### config.mk
export PLATFORM = sky130hd
export DESIGN_NAME = scan_sel_gen
export DESIGN_NICKNAME = d
export VERILOG_FILES = /design/src/rtl/scan_sel_gen.sv
export SDC_FILE = /design/constraint.sdc
export NUM_CORES = 1
export LEC_CHECK = 0
export CAP_MARGIN = 20
export CORE_MARGIN = 2
export CORE_UTILIZATION = 55
export CTS_CLUSTER_DIAMETER = 40
export DETAILED_ROUTE_END_ITERATION = 12
export GPL_ROUTABILITY_DRIVEN = 0
export PLACE_DENSITY_LB_ADDON = 0.2
export SYNTH_ARGS = -nofsm -noshare
export SYNTH_HDL_FRONTEND = slang
export SYNTH_SLANG_ARGS = --single-unit
### constraint.sdc
create_clock -name clk -period 4.7 [get_ports clk]
set_input_delay 0.47 -clock clk [delete_from_list [all_inputs] [get_ports clk]]
set_output_delay 0.47 -clock clk [all_outputs]
set_load 0.02 [all_outputs]
### src/rtl/scan_sel_gen.sv
// ---------------------------------------------------------------------------
// scan_sel_gen
//   Time-multiplexed display scan generator. Each digit is selected for DIV
//   clock cycles. Between digits it drives BLANK cycles with every digit off,
//   which prevents ghosting while the downstream decoder switches. A
//   frame_done pulse marks each wrap-around of the digit index.
//
// Parameters
//   DIV   : cycles each digit is shown (1..65535)
//   BLANK : blanking cycles between digits (0..255)
//   NDIG  : number of digits scanned (1..8)
//
// Ports
//   clk        : clock, rising-edge active
//   rst_n      : asynchronous active-low reset
//   en         : scan enable; dropping it parks the scanner in IDLE
//   clr        : synchronous restart from digit 0
//   dir        : scan direction (0 = up, 1 = down), used only at an advance
//   sel[2:0]   : current digit index (3-to-8 decoder select)
//   sel_vld    : digit addressed by sel may be driven (0 = all blanked)
//   frame_done : one-cycle pulse after an advance that wrapped
// ---------------------------------------------------------------------------
module scan_sel_gen #(
  parameter int DIV   = 1000,
  parameter int BLANK = 2,
  parameter int NDIG  = 8
) (
  input  logic       clk,
  input  logic       rst_n,
  input  logic       en,
  input  logic       clr,
  input  logic       dir,
  output logic [2:0] sel,
  output logic       sel_vld,
  output logic       frame_done
);

  localparam logic [15:0] DIV_LAST   = 16'(DIV - 1);
  localparam logic [7:0]  BLANK_LAST = (BLANK > 0) ? 8'(BLANK - 1) : 8'd0;
  localparam logic [2:0]  SEL_LAST   = 3'(NDIG - 1);
  localparam bit          HAS_BLANK  = (BLANK > 0);

  typedef enum logic [1:0] {
    ST_IDLE,
    ST_SHOW,
    ST_BLANK
  } state_t;

  state_t      state_reg;
  logic [15:0] presc_reg;
  logic [7:0]  bcnt_reg;
  logic [2:0]  sel_reg;
  logic        sel_vld_reg;
  logic        frame_done_reg;

  // Index the scanner would move to if an advance happened this edge.
  logic [2:0] sel_next;
  logic       adv_wrap;

  always_comb begin
    adv_wrap = dir ? (sel_reg == 3'd0) : (sel_reg == SEL_LAST);
    if (dir) begin
      sel_next = adv_wrap ? SEL_LAST : sel_reg - 3'd1;
    end else begin
      sel_next = adv_wrap ? 3'd0 : sel_reg + 3'd1;
    end
  end

  // sel_vld is kept as its own register so it tracks the state entered on
  // the same edge without decoding state_reg combinationally.
  always_ff @(posedge clk or negedge rst_n) begin
    if (!rst_n) begin
      state_reg      <= ST_IDLE;
      presc_reg      <= 16'd0;
      bcnt_reg       <= 8'd0;
      sel_reg        <= 3'd0;
      sel_vld_reg    <= 1'b0;
      frame_done_reg <= 1'b0;
    end else begin
      frame_done_reg <= 1'b0;
      if (clr) begin
        // Restart wins over any advance that would have happened this edge.
        sel_reg     <= 3'd0;
        presc_reg   <= 16'd0;
        bcnt_reg    <= 8'd0;
        state_reg   <= en ? ST_SHOW : ST_IDLE;
        sel_vld_reg <= en;
      end else if (!en) begin
        // Abandon the current digit but keep its index for the resume.
        state_reg   <= ST_IDLE;
        presc_reg   <= 16'd0;
        bcnt_reg    <= 8'd0;
        sel_vld_reg <= 1'b0;
      end else begin
        case (state_reg)
          ST_IDLE: begin
            state_reg   <= ST_SHOW;
            presc_reg   <= 16'd0;
            sel_vld_reg <= 1'b1;
          end
          ST_SHOW: begin
            if (presc_reg == DIV_LAST) begin
              sel_reg        <= sel_next;
              frame_done_reg <= adv_wrap;
              presc_reg      <= 16'd0;
              if (HAS_BLANK) begin
                state_reg   <= ST_BLANK;
                bcnt_reg    <= 8'd0;
                sel_vld_reg <= 1'b0;
              end else begin
                sel_vld_reg <= 1'b1;
              end
            end else begin
              presc_reg <= presc_reg + 16'd1;
            end
          end
          ST_BLANK: begin
            if (bcnt_reg == BLANK_LAST) begin
              state_reg   <= ST_SHOW;
              bcnt_reg    <= 8'd0;
              presc_reg   <= 16'd0;
              sel_vld_reg <= 1'b1;
            end else begin
              bcnt_reg <= bcnt_reg + 8'd1;
            end
          end
          default: begin
            state_reg   <= ST_IDLE;
            sel_vld_reg <= 1'b0;
          end
        endcase
      end
    end
  end

  assign sel        = sel_reg;
  assign sel_vld    = sel_vld_reg;
  assign frame_done = frame_done_reg;

endmodule

==> metrics.md <==
| Metric | Value |
|---|---|
| Synthesized cell area | 1826 um2 |
| Worst path max stage delay | 0.69 ns |
| Starting Density | 58.83% |
| Die height | 61.61 um |
| Worst setup path category | flip-flop to flip-flop |
| Slowest CP cell | nor4_4 |
| Worst skew pair latency | 0.33 ns |
| GRT Residual Overflow | 0 |
| Clock Tree Buf Depth | 2 |
| Fin. max-slew vios | 0 |
| Syn-to-layout area delta | 10.76% |
| Initial DRT Pass Iterations | 4 |
| Synth area leaders | dfrtp_1 41%, ha_1 6.9%, o21ai_0 6.9%, o31ai_1 4.5%, nand3_1 4.1% |
| Number of global-route vias before repair | 1,487 |
| Worst EP arrival | 3.09 ns |
| # resized after CTS | 0 |
| DR vias/cell | 5.977 |
| Ys flop type | dfrtp_1 |
| Setup crit start kind | flip-flop |
| Worst Hold Path Cells | 1 |
| IO Pins | 10 |
| Worst hold path type | flip-flop to flip-flop |
| N_diodes | 0 |
| CTS Buf Count | 5 |
| FF+latch count, synth | 30 |
| Worst slew pin tran | 0.8971 ns |
| Worst R2R Start | presc_reg[4] |
| HP Start | bcnt_reg[7] |
| RSZ-0062 raised after global routing | false |
| Count leader, synth | dfrtp_1 |
| PortBufs | 9 |
| Max_cap viols | 0 |
| R2R Path End | bcnt_reg[3] |
| WP data required | 4.93 ns |
| Hold endpoint | bcnt_reg[7] |
| Relative slew slack | 39.98% |
| CP Cell Sequence | or4_4 > nor4_4 > o22ai_1 > or2_0 > o31ai_1 |
| Post-CTS Setup Inserts | 0 |
| Post-Syn Nets | 220 |
| Syn_area_per_cell | 8.905 um2 |
| Fmax | 0.3497 GHz |
| Drt drc | 0 |
| Clock Tree Root | clkbuf_4 |
| Worst vdd ir | 0.1201 mV |
| Total global-route track usage | 22.53% |
| Leak | 0.8053 nW |
| WL/cell | 14.34 um |
| Largest net degree at the start of global routing | 31 |
| Sink Count | 30 |
| Post-synthesis sequential area ratio | 41.12% |
| Fin. Hold Viols | 0 |
| Clk pin slew, worst setup/hold paths | 0.10 ns |
| CORE AREA | 3103 um2 |
| Status | complete, no violations |
| R2R cell count | 5 |
| Initial antenna violation count | 0 |
| TritonCTS clock tree | yes |
| Initial DRC count | 122 |
| Warnings, synthesis | 0 |
| Fin crit share | 60.85% |
| Top cell type's share of synthesized area | 41.12% |
| Finished Core Util | 65.16% |
| Syn Inst Count | 205 |
| Worst setup EP type | flip-flop |
| Share of flip-flops with an asynchronous set or reset | 100.0% |
| Largest register FFs | 16 |
| Post-synth EDFFs | 0 |
| HPWL after DPL | 2.696 mm |
| TNS Setup | 0 ns |
| Tmin final | 2.860 ns |
| CP max FO | 15 |
| Netlist cell types | 36 |
| Leading area contributor after synthesis | dfrtp_1 |
| Die Wd | 61.61 um |
| First-pass GRT wire length | 6.334 mm |
| Fin Clk Skew | 0.007935 ns |
| Final wirelength | 3.728 mm |
| Core Rows | 20 |
| Nets@finish | 230 |
| Share of layout cells above drive strength 1 | 6.481% |
| Power per cell area | 246.1 nW/um2 |
| DR vias | 1,554 |
| H-tree levels | 2 |
| Hold buffer count at CTS | 0 |
| Routed Antenna Nets | 0 |
| Top post-synthesis cells by count | 30 x dfrtp_1, 25 x o21ai_0, 16 x nand2_1 |
| Final setup viols | 0 |
| DIE AREA | 3796 um2 |
| R2r setup slk | 1.84 ns |
[stage by stage]
stage	worst slack, ns	instance area (um2)	hold WS, ns	power [mW]	std cells
2_1_floorplan	2.363	1826	0.1744	0.2845	205
6_report	1.840	2022	0.5024	0.4976	260
4_1_cts	1.853	2022	0.4973	0.5018	260
5_1_grt	1.593	2022	0.5146	0.5182	260
3_5_place_dp	1.876	1944	0.4854	0.3007	252
3_3_place_gp	1.990	1944	0.4871	0.2992	252
[critical path: cells and delay by family, from the launching register on]
kind | cells | cell delay, ns
AND/OR/NAND/NOR | 3 | 1.68
AO/OA/AOI/OAI | 2 | 0.64
flip-flops | 1 | 0.44
[placed cells by master (no fill, tap or decap), drive strengths merged, types with 3 or more instances in the layout]
| cell | Yosys | final |
|---|---|---|
| dfrtp | 30 | 30 |
| o21ai | 25 | 25 |
| nand2 | 16 | 16 |
| nand3 | 15 | 15 |
| inv | 12 | 12 |
| nor2 | 12 | 12 |
| o31ai | 11 | 11 |
| a21oi | 11 | 11 |
| ha | 10 | 10 |
| clkdlybuf4s50 | 0 | 9 |
| nor3 | 8 | 8 |
| or3 | 7 | 7 |
| nor2b | 5 | 5 |
| nand4 | 5 | 5 |
| clkbuf | 6 | 5 |
| mux2i | 4 | 4 |
| nor3b | 3 | 3 |
| and3 | 3 | 3 |
[area by class of cell]
cell class	instances	area, um2
fill	275	1081
multi-input combinational	156	996.0
sequential	30	750.7
timing repair buffer	10	97.59
tap	44	55.05
inverter	12	45.04
clock inverter	3	40.04
clock buffer	5	37.54
[how the worst max path moves through the flow]
stage / slack, ns / end / startpoint / cells past startpoint
floorplan: 2.36 / presc_reg[7] / bcnt_reg[1] / 8
global placement: 1.99 / bcnt_reg[3] / presc_reg[4] / 5
detailed placement: 1.88 / bcnt_reg[3] / presc_reg[4] / 5
CTS: 1.85 / bcnt_reg[3] / presc_reg[4] / 5
global route: 1.59 / bcnt_reg[3] / presc_reg[4] / 5
finish: 1.84 / bcnt_reg[3] / presc_reg[4] / 5
[layer usage]
layer	GRT usage, %	share of wire (%)	up-vias
met5	0	0	-
met1	28.40	44	739
met3	3.782	3.7	10
li1	-	-	768
met2	37.74	50	37
met4	10.33	2.0	0
[where the power goes]
group | switching (mW) | leakage (nW) | internal (mW) | total [mW]
Sequential | 0.00151 | 0.417 | 0.259 | 0.261
Combinational | 0.0224 | 0.343 | 0.0121 | 0.0345
Clock | 0.0922 | 0.0450 | 0.110 | 0.202
[cell families after synthesis]
logic type | Yosys count | synth area share, %
buffers and inverters | 19 | 4.318
muxes | 4 | 2.193
xor gates and xnor gates | 1 | 0.4799
AOI/OAI and AO/OA | 56 | 18.78
and+or+nand+nor | 85 | 26.25
DFF | 30 | 41.12
adders and majority gates | 10 | 6.854
Power figures use the tool's default switching activity.
